<file path="src/rtl/imem_loader_pkg.sv">
// Shared types and constants for the instruction memory boot loader.
// IMEM_LOADER_CKSUM_EN adds the trailing checksum state.
package imem_loader_pkg;

    localparam int BYTES_PER_WORD = 4;
    localparam int CKSUM_W        = 8;

    typedef enum logic [2:0] {
        S_IDLE,
        S_LEN,
        S_DATA,
        S_WRITE,
        S_DONE,
        S_ERR
`ifdef IMEM_LOADER_CKSUM_EN
        , S_CKSUM
`endif
    } state_t;

endpackage

</file>
<file path="src/rtl/imem_loader_packer.sv">
// Little-endian byte-to-word assembler shared by the length and data phases.
// word/word_valid are combinational so the FSM can act on the 4th byte's cycle.
module byte_to_word_packer
    import imem_loader_pkg::*;
(
    input  logic        clk,
    input  logic        rst_n,
    input  logic        clear,
    input  logic        byte_en,
    input  logic [7:0]  byte_data,
    output logic [31:0] word,
    output logic        word_valid
);

    logic [1:0]  cnt_q;
    logic [23:0] shift_q;

    // The three earlier bytes sit in shift_q; the 4th completes the word directly.
    assign word       = {byte_data, shift_q};
    assign word_valid = byte_en && (cnt_q == 2'(BYTES_PER_WORD - 1));

    always_ff @(posedge clk or negedge rst_n) begin
        if (!rst_n) begin
            cnt_q   <= '0;
            shift_q <= '0;
        end else if (clear) begin
            cnt_q   <= '0;
            shift_q <= '0;
        end else if (byte_en) begin
            cnt_q   <= cnt_q + 2'd1;
            shift_q <= {byte_data, shift_q[23:8]};
        end
    end

endmodule

</file>
<file path="src/rtl/imem_loader.sv">
// Boot-time instruction memory writer: byte stream in, word writes out, core held in reset.
// Define IMEM_LOADER_CKSUM_EN to require a trailing 8-bit sum of all data bytes.
module imem_loader
    import imem_loader_pkg::*;
#(
    parameter int N  = 2048,
    parameter int AW = 32
) (
    input  logic          i_clk,
    input  logic          i_rst_n,
    input  logic          i_load_start,
    input  logic          i_byte_valid,
    input  logic [7:0]    i_byte_data,
    output logic          o_byte_ready,
    output logic          o_we,
    output logic [AW-1:0] o_waddr,
    output logic [31:0]   o_wdata,
    output logic          o_cpu_hold,
    output logic          o_busy,
    output logic          o_done,
    output logic          o_err,
    output state_t        o_state
);

    localparam int IW = $clog2(N) + 1;

    // Byte stream handshake: a byte moves only in a cycle where
    // i_byte_valid and o_byte_ready are both high; valid may wait indefinitely.
    state_t        state_q;
    logic [IW-1:0] idx_q;
    logic [IW-1:0] cnt_q;
    logic [IW-1:0] idx_next;
    logic          xfer;
    logic          pack_en;
    logic          pack_clear;
    logic          idle_like;
    logic [31:0]   word;
    logic          word_valid;
`ifdef IMEM_LOADER_CKSUM_EN
    logic [CKSUM_W-1:0] sum_q;
`endif

    assign xfer       = i_byte_valid & o_byte_ready;
    assign idle_like  = (state_q == S_IDLE) || (state_q == S_DONE) || (state_q == S_ERR);
    assign pack_en    = xfer && ((state_q == S_LEN) || (state_q == S_DATA));
    assign pack_clear = idle_like && i_load_start;
    assign idx_next   = idx_q + 1'b1;
    assign o_state    = state_q;

    byte_to_word_packer u_packer (
        .clk        (i_clk),
        .rst_n      (i_rst_n),
        .clear      (pack_clear),
        .byte_en    (pack_en),
        .byte_data  (i_byte_data),
        .word       (word),
        .word_valid (word_valid)
    );

    always_ff @(posedge i_clk or negedge i_rst_n) begin
        if (!i_rst_n) begin
            state_q      <= S_IDLE;
            idx_q        <= '0;
            cnt_q        <= '0;
            o_byte_ready <= 1'b0;
            o_we         <= 1'b0;
            o_waddr      <= '0;
            o_wdata      <= '0;
            o_cpu_hold   <= 1'b0;
            o_busy       <= 1'b0;
            o_done       <= 1'b0;
            o_err        <= 1'b0;
`ifdef IMEM_LOADER_CKSUM_EN
            sum_q        <= '0;
`endif
        end else begin
            o_we <= 1'b0;
            case (state_q)
                S_IDLE, S_DONE, S_ERR: begin
                    if (i_load_start) begin
                        state_q      <= S_LEN;
                        idx_q        <= '0;
                        cnt_q        <= '0;
                        o_byte_ready <= 1'b1;
                        o_cpu_hold   <= 1'b1;
                        o_busy       <= 1'b1;
                        o_done       <= 1'b0;
                        o_err        <= 1'b0;
`ifdef IMEM_LOADER_CKSUM_EN
                        sum_q        <= '0;
`endif
                    end
                end

                S_LEN: begin
                    if (word_valid) begin
                        if (word > 32'(N)) begin
                            // Oversized image: keep the core held, it has nothing valid to run.
                            state_q      <= S_ERR;
                            o_byte_ready <= 1'b0;
                            o_busy       <= 1'b0;
                            o_err        <= 1'b1;
                        end else if (word == 32'd0) begin
`ifdef IMEM_LOADER_CKSUM_EN
                            state_q      <= S_CKSUM;
`else
                            state_q      <= S_DONE;
                            o_byte_ready <= 1'b0;
                            o_busy       <= 1'b0;
                            o_cpu_hold   <= 1'b0;
                            o_done       <= 1'b1;
`endif
                        end else begin
                            state_q <= S_DATA;
                            cnt_q   <= word[IW-1:0];
                        end
                    end
                end

                S_DATA: begin
`ifdef IMEM_LOADER_CKSUM_EN
                    if (xfer) begin
                        sum_q <= sum_q + i_byte_data;
                    end
`endif
                    if (word_valid) begin
                        state_q      <= S_WRITE;
                        o_byte_ready <= 1'b0;
                        o_we         <= 1'b1;
                        o_waddr      <= AW'({idx_q, 2'b00});
                        o_wdata      <= word;
                    end
                end

                S_WRITE: begin
                    idx_q <= idx_next;
                    if (idx_next == cnt_q) begin
`ifdef IMEM_LOADER_CKSUM_EN
                        state_q      <= S_CKSUM;
                        o_byte_ready <= 1'b1;
`else
                        state_q      <= S_DONE;
                        o_busy       <= 1'b0;
                        o_cpu_hold   <= 1'b0;
                        o_done       <= 1'b1;
`endif
                    end else begin
                        state_q      <= S_DATA;
                        o_byte_ready <= 1'b1;
                    end
                end

`ifdef IMEM_LOADER_CKSUM_EN
                S_CKSUM: begin
                    if (xfer) begin
                        o_byte_ready <= 1'b0;
                        o_busy       <= 1'b0;
                        if (i_byte_data == sum_q) begin
                            state_q    <= S_DONE;
                            o_cpu_hold <= 1'b0;
                            o_done     <= 1'b1;
                        end else begin
                            state_q <= S_ERR;
                            o_err   <= 1'b1;
                        end
                    end
                end
`endif

                default: begin
                    state_q      <= S_IDLE;
                    o_byte_ready <= 1'b0;
                end
            endcase
        end
    end

endmodule
</file>
<file path="config.mk">
export PLATFORM = sky130hd
export DESIGN_NAME = imem_loader
export DESIGN_NICKNAME = d
export VERILOG_FILES = /design/src/rtl/imem_loader_pkg.sv /design/src/rtl/imem_loader_packer.sv /design/src/rtl/imem_loader.sv
export SDC_FILE = /design/constraint.sdc
export NUM_CORES = 1
export LEC_CHECK = 0
export CORE_MARGIN = 2
export CORE_UTILIZATION = 40
export CTS_CLUSTER_DIAMETER = 60
export CTS_CLUSTER_SIZE = 28
export DETAILED_ROUTE_END_ITERATION = 10
export GPL_ROUTABILITY_DRIVEN = 1
export GPL_TIMING_DRIVEN = 0
export PLACE_DENSITY = 0.67
export SLEW_MARGIN = 5
export SYNTH_ARGS = -nofsm -noshare
export SYNTH_HDL_FRONTEND = slang
export SYNTH_HIERARCHICAL = 1
export SYNTH_SLANG_ARGS = --single-unit
</file>
<file path="constraint.sdc">
create_clock -name i_clk -period 6.4 [get_ports i_clk]
set_input_delay 0.64 -clock i_clk [delete_from_list [all_inputs] [get_ports i_clk]]
set_output_delay 0.64 -clock i_clk [all_outputs]
set_load 0.1 [all_outputs]
</file>
## After elaboration in Yosys (flattened, before gate mapping)

Cells that the tools add are included.

- Input port bits: 12
- Flip-flop bits (word level): 103
- Latch bits: 0
- Bits in writable memories: 0
- Memories kept: 0
- Bits in read-only memories: 0
- Output and inout bits: 73

- Magnitude comparators: 1
- Divide/modulo/power cells: 0
- Reduce and logical (&&, ||, !) cells: 21
- $mul: 0
- Eq/ne operators: 17
- Bitwise logic cells: 1
- Shifts and indexed selects: 0
- $add $sub $neg: 2
- Multiplexer cells: 40

Operator list:

| operator | count |
|---|---|
| $mux 12 | 4 |
| $mux 24 | 2 |
| $pmux 12 s2 | 2 |
| $gt 32x12->1 const B | 1 |
| $logic_not 32->1 | 1 |
| $mux 1 | 18 |
| $mux 3 | 6 |
| $reduce_and 5->1 | 3 |
| $add 12x1->12 const B | 1 |
| $eq 12x12->1 | 1 |
| $pmux 3 s4 | 1 |
| $ne 2x2->1 const B | 5 |
| $pmux 1 s3 | 3 |
| $ne 2x1->1 const B | 4 |
| $eq 3x2->1 const B | 2 |
| $eq 3x3->1 const B | 2 |
| $reduce_and 6->1 | 1 |
| $reduce_bool 2->1 | 3 |
| $mux 2 | 2 |
| $pmux 1 s4 | 1 |
| $reduce_and 2->1 | 2 |
| $reduce_and 4->1 | 1 |
| $eq 3x1->1 const B | 1 |
| $logic_and 1x1->1 | 3 |
| 10 further kinds | 12 |

## Logic depth before layout (Yosys ltp)

Gate-level depths: netlist (run 1).

- Word-level depth: 6
- Depth in mapped cells: 11
- Depth with buffers taken out: 7

## Hierarchy

Netlist (run 1), hierarchy kept.

Modules (own cells, without submodules):

| module | sequential area each (µm²) | area each (µm²) | instances | cells each |
|---|---|---|---|---|
| imem_loader | 1,926.8 | 3,756.1 | 1 | 337 |
| byte_to_word_packer | 650.6 | 1,153.6 | 1 | 94 |

## Worst setup path before layout (run 1)

OpenSTA, ideal clock, no wires.

- Path kind: register to register
- Start point: reg state_q[1] (netlist: o_state[1])
- End point: reg o_waddr[10]
- Data required time: 6.275 ns
- Buffers on the path: 4
- Clock period less this slack: 3.601 ns
- Slack: 2.799 ns
- Cell stages (with the launch flop): 11
- Arrival time: 3.475 ns
- Library setup time: 0.125 ns
- Cells stage by stage: dfrtp_1 -> clkbuf_1 -> xnor2_1 -> nor3_1 -> buf_6 -> buf_12 -> and2_1 -> nand2b_1 -> nor3_1 -> clkbuf_1 -> mux2_2

- Longest elaborated chain between the ends: 5
- Elaborated cells on any way between the ends: 6
- Those cells by class: 2 x eq/ne; 4 x reduce/logical

Ends and longest elaborated chain:

| element | RTL line | text |
|---|---|---|
| start, declared | imem_loader.sv:29 | `state_t state_q;` |
| start signal, assigned | imem_loader.sv:62 | `state_q <= S_IDLE;` |
| start signal, assigned | imem_loader.sv:81 | `state_q <= S_LEN;` |
| start signal, assigned | imem_loader.sv:99 | `state_q <= S_ERR;` |
| $eq 3x1->1 / $eq 3x2->1 (equally long branches) | imem_loader.sv:45 | `assign pack_en = xfer && ((state_q == S_LEN) \|\| (state_q == S_DATA));` |
| $logic_or 1x1->1 (*) | imem_loader.sv:45 |  |
| $logic_and 1x1->1 (*) | imem_loader.sv:45 |  |
| named net pack_en | imem_loader.sv:34 | `logic pack_en;` |
| $logic_and 1x1->1 (*) | imem_loader_packer.sv:20 | `assign word_valid = byte_en && (cnt_q == 2'(BYTES_PER_WORD - 1));` |
| named net word_valid | imem_loader.sv:38 | `logic word_valid;` |
| $reduce_and 2->1 (no source line) (*) | n/a |  |
| end signal, assigned | imem_loader.sv:130 | `o_waddr <= AW'({idx_q, 2'b00});` |
| end, declared | imem_loader.sv:16 | `output logic [AW-1:0] o_waddr,` |

Mark *: on every way through the listed nets, which the timed path passes. The rest lies on a longest branch.
A chain may end at the register's enable or synchronous reset.

## Worst setup path in the final report (run 1)

- Start point: reg state_q[1] (netlist: o_state[1])
- End point: reg o_waddr[11]

Same word-level chain as after synthesis.

==> results of run 1 <==
[sequential cells by signal, summed over array words and instances (netlist names)]
| signal | cells |
|---|---|
| o_waddr | 12 |
| u_packer/cnt_q | 2 |
| u_packer/shift_q | 24 |
| o_cpu_hold | 1 |
| o_byte_ready | 1 |
| o_done | 1 |
| idx_q | 12 |
| o_busy | 1 |
| o_wdata | 32 |
| o_state | 3 |
| o_we | 1 |
| cnt_q | 12 |
| o_err | 1 |
[placed cells by master (no fill, tap or decap), types with 5 or more instances in the layout]
master | synthesis | layout
inv_1 | 7 | 7
nor3_1 | 5 | 5
nand2_1 | 19 | 19
a31oi_1 | 6 | 6
xnor2_1 | 13 | 13
nand3_1 | 6 | 6
clkbuf_16 | 0 | 9
a21oi_1 | 7 | 7
a22o_1 | 13 | 13
nand2b_1 | 5 | 5
dfrtp_1 | 103 | 103
clkbuf_1 | 15 | 16
buf_4 | 30 | 31
clkdlybuf4s50_1 | 0 | 63
mux2i_1 | 26 | 26
nor2_1 | 45 | 45
nor4_1 | 9 | 9
mux2_2 | 44 | 44
o21ai_0 | 22 | 22
conb_1 | 1 | 20
[worst max path at each step]
| stage | start | end | slack, ns | depth (start not counted) |
|---|---|---|---|---|
| after global placement | i_rst_n | o_wdata[29] | 0.84 | 1 |
| final | o_state[1] | o_waddr[11] | 2.52 | 10 |
| after detailed placement | i_byte_valid | o_waddr[11] | 2.25 | 10 |
| after floorplan | o_state[1] | o_waddr[10] | 2.80 | 10 |
| after CTS | o_state[1] | o_waddr[11] | 2.45 | 10 |
| after global routing | o_state[1] | o_waddr[11] | 2.24 | 10 |
[final cells by class]
class	count	area share [%]
well taps	147	3.007
multi-input cells	290	33.27
clock inverters	5	0.6956
clock buffers	11	3.969
flip-flops and latches	103	42.14
inverters	7	0.4296
plain buffers	50	5.606
repair buffers	65	10.88
[cell families after synthesis]
group | synth area share (%)
muxes | 15.39
and+or+nand+nor | 11.47
DFF | 52.50
buffers and inverters | 7.518
AOI/OAI and AO/OA | 9.684
xor gates and xnor gates | 2.854
other | 0.07638
adders and majority gates | 0.5096
[critical path: cells and delay by family, from the launching register on]
kind | cells | cell delay, ns
and+or+nand+nor | 4 | 1.43
buffers and inverters | 4 | 1.37
muxes | 1 | 0.41
DFF | 1 | 0.40
xor gates and xnor gates | 1 | 0.13
[routing by layer]
metal	wire [µm]	up-vias	track usage, %	part of all wire [%]
met3	550	19	3.637	5.0
met4	251	0	8.273	2.3
met5	0	-	0	0
met1	5039	1704	24.31	46
met2	5108	107	27.46	47
li1	-	1684	-	-
[through the flow]
step	area (µm²)	utilization, %
2_1_floorplan	4981	-
3_3_place_gp	5806	48.33
3_5_place_dp	5831	48.54
4_1_cts	6116	50.92
5_1_grt	6116	50.92
6_report	6116	50.92
[power by group]
group / internal, mW / switching [mW]
registers: 0.783 / 0.176
clock network: 0.278 / 0.249
logic: 0.292 / 0.477
total: 1.35 / 0.903
==> flow_summary.json, run 1 <==
{
  "final_cells": 678,
  "core_area_um2": 12010,
  "io_buffer_count": 64,
  "synth_cells": 431,
  "dpl.cell_count": 662,
  "grt_pass1_wl_um": 18110,
  "cts_setup_buffers": 0,
  "cts_resized": 0,
  "yosys_register_bits": 103,
  "clock-root-buffer": "clkbuf_16",
  "synth.area.top_cells": "dfrtp_1, mux2_2, mux2i_1, buf_4, nor2_1",
  "finalHoldViolations": 0,
  "cts-buffers-inserted": 9,
  "gp_congestion": 0.8935,
  "outcome": "finished clean",
  "dpl_worst_slack_ns": 2.248,
  "ys_warn_count": 6,
  "syn_area_um2": 4910,
  "rows": 40,
  "avgViaCountPerCell": 5.183,
  "fin_ws_ns": 2.522,
  "slowest_delay_ns": 0.93,
  "period_share_pct": 60.59,
  "holdWs_ns": 0.3361,
  "yosys.cell_types.count": 52,
  "critPathKind": "flip-flop to flip-flop",
  "cap_violations": 0,
  "vias": 3514,
  "synth_flop_cell": "dfrtp_1",
  "htree_levels": 3,
  "rr_startpoint": "o_state[1]",
  "slowest_stage": "nor3_1",
  "cts_tree": "yes",
  "path_cells": "clkbuf_1, xnor2_1, nor3_1, buf_6, buf_12, and2_1, nand2b_1, nor3_1, clkbuf_1, mux2_2",
  "drive_gt1_share_pct": 19.02,
  "p_total_mw": 2.256,
  "relSlewSlack_pct": 17.71,
  "worst-path-max-fanout": 10,
  "power.density_nw_per_um2": 368.9,
  "required_ns": 6.63,
  "seq_area_um2": 2577,
  "async_reset_ff_share_pct": 100.0,
  "seq_area_frac_synth_pct": 52.50,
  "end_kind": "flip-flop",
  "yosysMostFrequentCell": "dfrtp_1",
  "setup_viol": 0,
  "clock-skew-final_ns": 0.007350,
  "detail-route-antenna-nets": 0,
  "fmax_mhz": 257.9,
  "cts_buffer_depth": 2,
  "pin_count": 85,
  "grt-ovfl-total": 0,
  "place_hpwl_um": 8018,
  "cts_sinks": 103,
  "worstMarginPinSlew_ns": 1.225,
  "worst_setup_path_start_kind": "flip-flop",
  "first_pass_iters": 4,
  "yosys-top-cells-count": "dfrtp_1, nor2_1, mux2_2",
  "wl_um": 10950,
  "antenna_found_initial": 0,
  "min_path_type": "input pin to async pin",
  "grt_use_total_pct": 17.80,
  "report.final.slew_viol_count": 0,
  "grt_pass1_vias": 3427,
  "synth-edff-count": 0,
  "setup_tns_ns": 0,
  "synth_largest_area_cell": "dfrtp_1",
  "hold_buffers": 0,
  "nets": 540,
  "reg2reg_slack_ns": 2.52,
  "n_antenna_cell": 0,
  "start_util_pct": 40.88,
  "clk_pin_slew_ns": 0.07,
  "ir_drop_mv": 0.1630,
  "detail_route.wl_per_cell_um": 16.15,
  "fill_cells": 1088,
  "syn2layout_area_growth_pct": 24.57,
  "drc": 0,
  "avgSynthCellArea_um2": 11.39,
  "power.leakage_nw": 2.829,
  "arrival_ns": 4.11,
  "grt_max_degree": 53,
  "post-route-min-period_ns": 3.878,
  "multi_input_area_um2": 2034,
  "clk_latency_ns": 0.35,
  "rsz0062_at_grt": "no",
  "die_h_um": 114.8,
  "die_w_um": 114.8,
  "rr_endpoint": "o_waddr[11]",
  "die_area_um2": 13180,
  "r2r_cells": 10,
  "drtIter0Drc": 140,
  "synth_top_area_share_pct": 52.50
}
Note: power is estimated with default switching activity, not from simulation.
==> run 2, diff against run 1 <==
- PLACE_DENSITY: 0.67 -> 0.7
- clock period: 6.4 -> 3.3 ns (I/O delays scaled with it)
==> run 2 against run 1 <==
Effect of this change: first-iteration DRC count up 14%; clock-buffer cell count did not move; utilization grew 0.17 points; power is 95% higher; register-to-register slack worse by 2.3 ns; via count rose by 1.0%; worst hold slack worse by 0.33 ns; combinational power rose by 95%; clock power grew 97%; non-clock buffer count did not move; worst setup slack worse by 2.3 ns; critical endpoint is now o_wdata[29]; largest power group unchanged.
==> flow_summary.json, run 2 (synthesized netlist as in run 1, its figures left out) <==
{
  "worst_setup_path_start_kind": "flip-flop",
  "end_kind": "flip-flop",
  "vias": 3550,
  "fmax_mhz": 322.4,
  "layout_common_cells": "dfrtp_1, clkdlybuf4s50_1, nor2_1",
  "grt-ovfl-total": 0,
  "switchingPower_mw": 1.705,
  "first_pass_iters": 4,
  "io_buffer_count": 64,
  "cts_buffer_depth": 2,
  "hold_buffers": 0,
  "clk_latency_ns": 0.34,
  "setup_viol": 0,
  "reg_top3": "o_wdata: 32 flops, u_packer/shift_q: 24 flops",
  "grt_use_total_pct": 17.42,
  "detail_route.wl_per_cell_um": 16.18,
  "holdWs_ns": 0.007851,
  "required_ns": 3.52,
  "outcome": "finished clean",
  "drive_gt1_share_pct": 20.04,
  "cts_tree": "yes",
  "critPathKind": "flip-flop to flip-flop",
  "period_share_pct": 93.99,
  "htree_levels": 3,
  "fill_cells": 1094,
  "dpl.cell_count": 662,
  "power_frac_comb_pct": 34.1,
  "drtIter0Drc": 160,
  "top_register": "o_wdata",
  "slowest_stage": "clkbuf_2",
  "rows": 40,
  "core_area_um2": 12010,
  "clkPwrFrac_pct": 23.7,
  "grt_max_degree": 57,
  "cts_sinks": 103,
  "worst-path-max-fanout": 10,
  "path_cells": "clkbuf_1, xnor2_1, nor3_1, buf_6, buf_12, and2_1, nand2b_1, nor3_4, clkbuf_2, mux2_2",
  "die_area_um2": 13180,
  "start_util_pct": 40.88,
  "cap_violations": 0,
  "die_h_um": 114.8,
  "p_sw_share_pct": 38.81,
  "power.density_nw_per_um2": 716.0,
  "intPower_mw": 2.688,
  "nets": 540,
  "detail-route-antenna-nets": 0,
  "fin_ws_ns": 0.1983,
  "avgViaCountPerCell": 5.251,
  "worstMarginPinSlew_ns": 0.9955,
  "antenna_found_initial": 0,
  "final_common_cell": "dfrtp_1",
  "place_hpwl_um": 8097,
  "wl_um": 10940,
  "relSlewSlack_pct": 33.43,
  "dpl_worst_slack_ns": -0.2144,
  "seqPwrFrac_pct": 42.3,
  "clock-root-buffer": "clkbuf_16",
  "drc": 0,
  "slowest_delay_ns": 0.40,
  "largest_register_ffs": 32,
  "n_antenna_cell": 0,
  "power.leakage_nw": 2.863,
  "clk_pin_slew_ns": 0.07,
  "ir_drop_mv": 0.3196,
  "gp_congestion": 0.8722,
  "die_w_um": 114.8,
  "cts-buffers-inserted": 9,
  "arrival_ns": 3.32,
  "final_cells": 676,
  "syn2layout_area_growth_pct": 24.97,
  "rsz0062_at_grt": "no",
  "min_path_type": "input pin to async pin",
  "finalHoldViolations": 0,
  "clock-skew-final_ns": 0.006773,
  "report.final.slew_viol_count": 0,
  "grt_pass1_wl_um": 18150,
  "post-route-min-period_ns": 3.102,
  "pin_count": 85,
  "p_total_mw": 4.393,
  "grt_pass1_vias": 3485
}
## run 2: worst max-delay path: cells and delay by family, from the launching register on
family | cells | cell delay (ns)
XOR/XNOR | 1 | 0.13
buffers and inverters | 4 | 1.14
flip-flops | 1 | 0.39
multiplexers | 1 | 0.39
AND/OR/NAND/NOR | 4 | 0.94
## run 2: stage by stage
step	util [%]	TNS [ns]	area [µm²]
final	51.08	0	6136
after global routing	51.08	0	6136
after CTS	51.06	0	6133
after detailed placement	48.60	-5.237	5838
after global placement	48.40	-199.27	5813
after floorplan	-	0	4989
## run 2: path summary, 6_finish.rpt
kind	to	startpoint	depth (start not counted)	slack, ns
worst min-delay path	o_busy	i_rst_n	1	0.008
max in group asynchronous	u_packer/shift_q[0]	i_rst_n	2	2.60
min in group i_clk	o_wdata[7]	o_wdata[7]	1	0.51
worst max-delay path	o_wdata[29]	o_state[1]	10	0.20
worst max register to register	o_wdata[29]	o_state[1]	10	0.20
worst min register to register	o_wdata[7]	o_wdata[7]	1	0.51
## run 2: what timing repair did
item                                    CTS  global route
endpoints found under the setup margin   39            20
gates resized for setup                   3             4
setup buffers                             0             0
## run 2: power by group through the flow
stage                     Combinational (mW)  Clock (mW)  Sequential, mW
after CTS                               1.50        1.06            1.86
after global placement                  1.45           0            1.88
after detailed placement                1.49           0            1.88
final                                   1.50        1.04            1.86
after floorplan                         1.00           0            1.95
after global routing                    1.63        1.11            1.90
## run 2: final cells by class
type                    instances  area, µm²  area share [%]
flip-flops and latches        103       2580           42.05
multi-input cells             290       2046           33.34
repair buffers                 65      665.6           10.85
plain buffers                  50      347.8           5.669
clock buffers                  11      242.7           3.956
well taps                     147      183.9           2.998
clock inverters                 3      43.79          0.7137
inverters                       7      26.28          0.4282
## run 2: layer usage
layer  GRT usage [%]  share of wire, %
met5               0                 0
met4           5.301               1.7
met3           3.479               4.8
met2           28.52                48
met1           23.62                46
==> run 3, diff against run 2 <==
- CAP_MARGIN: not set -> 10
==> results of run 3 <==
Same layout as run 2: the final DEF is identical, and so are final timing and power.
==> RTL edit, RTL diff (config.mk and constraints of run 3) <==
The option `IMEM_LOADER_CKSUM_EN` is turned on by a define.
--- a/src/rtl/imem_loader_pkg.sv
+++ b/src/rtl/imem_loader_pkg.sv
@@ -2,2 +2,4 @@
 // IMEM_LOADER_CKSUM_EN adds the trailing checksum state.
+`define IMEM_LOADER_CKSUM_EN
+
 package imem_loader_pkg;
Formal check against the unedited RTL: not equivalent (a bounded check fails within 10 cycles, from zero or initial values and one cycle with i_rst_n low).
==> RTL edit against run 3 <==
  * Clock power rose by 4%
  * Synthesized area increased by 14%
  * Design area is 12% higher
  * Critical endpoint is now o_wdata[30]
  * Total power is 5.4% lower
  * Routed wire length increased by 18%
  * Non-clock buffer count up 5
  * Critical path type unchanged
  * Worst setup slack better by 0.14 ns
  * Highest routed layer unchanged
  * Sequential cell count grew 8
  * Synthesized cell count up 18%
  * Cell count grew 16%
==> RTL edit: results (changes against run 3) <==
status = finished, final reports clean
M2 GR Usage = 0.2910 (+0.005765)
Worst path top cell family by delay = buffers and inverters
Max-cap violations = 0 (unchanged)
placed cell area = 0.006578 mm2 (+13%)
sequential fraction of the synthesis area = 0.4951 (-0.02988)
DR WL met2 = 6.465 mm (+24%)
leakage power = 3.133 nW (+9.5%)
Hold WC Path Type = primary input to asynchronous set/reset pin
routability cong. = 0.8811 (+1.0%)
Final HPWL DP = 9.473 mm (+17%)
CTS Buf Count = 9 (unchanged)
synth warn = 6 (unchanged)
global-route usage over all layers = 0.1810 (+0.006878)
# placed instances = 772 (+17%)
top sig layer = met4
nets = 625 (+16%)
largest net degree at the start of global routing = 68 (+19%)
Cells after Synth = 508 (+18%)
Yosys cell types = 56 (+7.7%)
Post-CTS Setup Inserts = 0 (unchanged)
post-layout power = 4.158 mW (-5.4%)
top cells by area, synth = dfrtp_1 (50%), mux2_2 (8.8%), mux2i_1 (4.6%)
largest fanout on the critical path = 10 (unchanged)
Ant. Diodes = 0 (unchanged)
crit path max-delay cell type = dfrtp_1
routed vias/inst = 5.187 (-1.2%)
M1 GR Usage = 0.2446 (+0.008422)
Root Driver = clkbuf_16
Clock transition at path regs = 0.07 ns (about the same)
biggest regs = o_wdata: 32 flops, u_packer/shift_q: 24 flops
most frequent cells after synthesis = dfrtp_1 (111), mux2_2 (44), nor2_1 (42), nand2_1 (31), o21ai_0 (29)
First-pass DRT Iterations = 6 (+2)
CP Launch Point = o_state[2]
wl on met1 = 5.788 mm (+16%)
grt met3 use = 0.03067 (-0.004123)
initial drt markers = 253 (+58%)
H-tree depth = 3 (unchanged)
fill count = 1238 (+13%)
Crit path arrival time = 3.20 ns (-0.12 ns)
vias = 4082 (+15%)
global-route wire length before repair = 21.21 mm (+17%)
slowest stage delay, CP = 0.50 ns (+0.10 ns)
final setup margin = 0.3334 ns (+0.1351 ns)
Worst Skew = 0.006252 ns (-0.0005214 ns)
clock latency on the worst-skew pair = 0.35 ns
layout cells sized above 1 = 0.1829 (-0.01751)
met3 WL post-DR = 488 um (-7.4%)
Max Root-Sink Buffers = 2 (unchanged)
Total Wirelength = 12.95 mm (+18%)
Setup Slack @ Placement = 0.01485 ns (+0.2292 ns)
slew at the pin closest to its max-slew limit = 0.9868 ns (-0.008613 ns)
Max IR drop VDD = 0.3528 mV (+10%)
Async SR Flop Fraction = 1.000 (unchanged)
[RTL edit: timing repair]
action,4_1_cts,5_1_grt
hold buffers,1,0
hold endpoints to repair,44,0
resized for setup,1,0
setup endpoints to repair,2,29
[RTL edit: logic make-up after synthesis]
logic type	Yosys count	synth area share
and+or+nand+nor	126	0.1124
DFF	111	0.4951
AOI/OAI and AO/OA	104	0.1253
muxes	70	0.1347
buffers and inverters	62	0.07070
xor gates and xnor gates	24	0.03747
adders and majority gates	10	0.02364
other	1	0.0006684
[RTL edit: power breakdown]
part / leakage [nW] / internal, mW / total, mW / switching [mW]
Sequential: 1.52 / 1.55 / 1.80 / 0.256
Combinational: 1.47 / 0.442 / 1.28 / 0.836
Clock: 0.139 / 0.586 / 1.08 / 0.491
Total: 3.13 / 2.58 / 4.16 / 1.58
[RTL edit: area by class of cell]
| cell class | instances | area [um2] | share of cell area |
|---|---|---|---|
| sequential | 111 | 2779 | 0.4043 |
| clock inverter | 5 | 60.06 | 0.008737 |
| buffer | 54 | 367.9 | 0.05351 |
| clock buffer | 10 | 229.0 | 0.03331 |
| multi-input combinational | 354 | 2507 | 0.3648 |
| inverter | 7 | 26.28 | 0.003822 |
| timing repair buffer | 66 | 679.4 | 0.09884 |
| tap | 180 | 225.2 | 0.03276 |
[RTL edit: worst paths after layout]
check / depth (start not counted) / end / slack (ns)
worst max-delay path: 9 / o_wdata[30] / 0.33
worst min-delay path: 2 / sum_q[5] / 0.47
worst max register to register: 9 / o_wdata[30] / 0.33
worst min register to register: 1 / o_waddr[12] / 0.50
max in group asynchronous: 3 / o_waddr[7] / 2.16
min in group i_clk: 1 / o_waddr[12] / 0.50
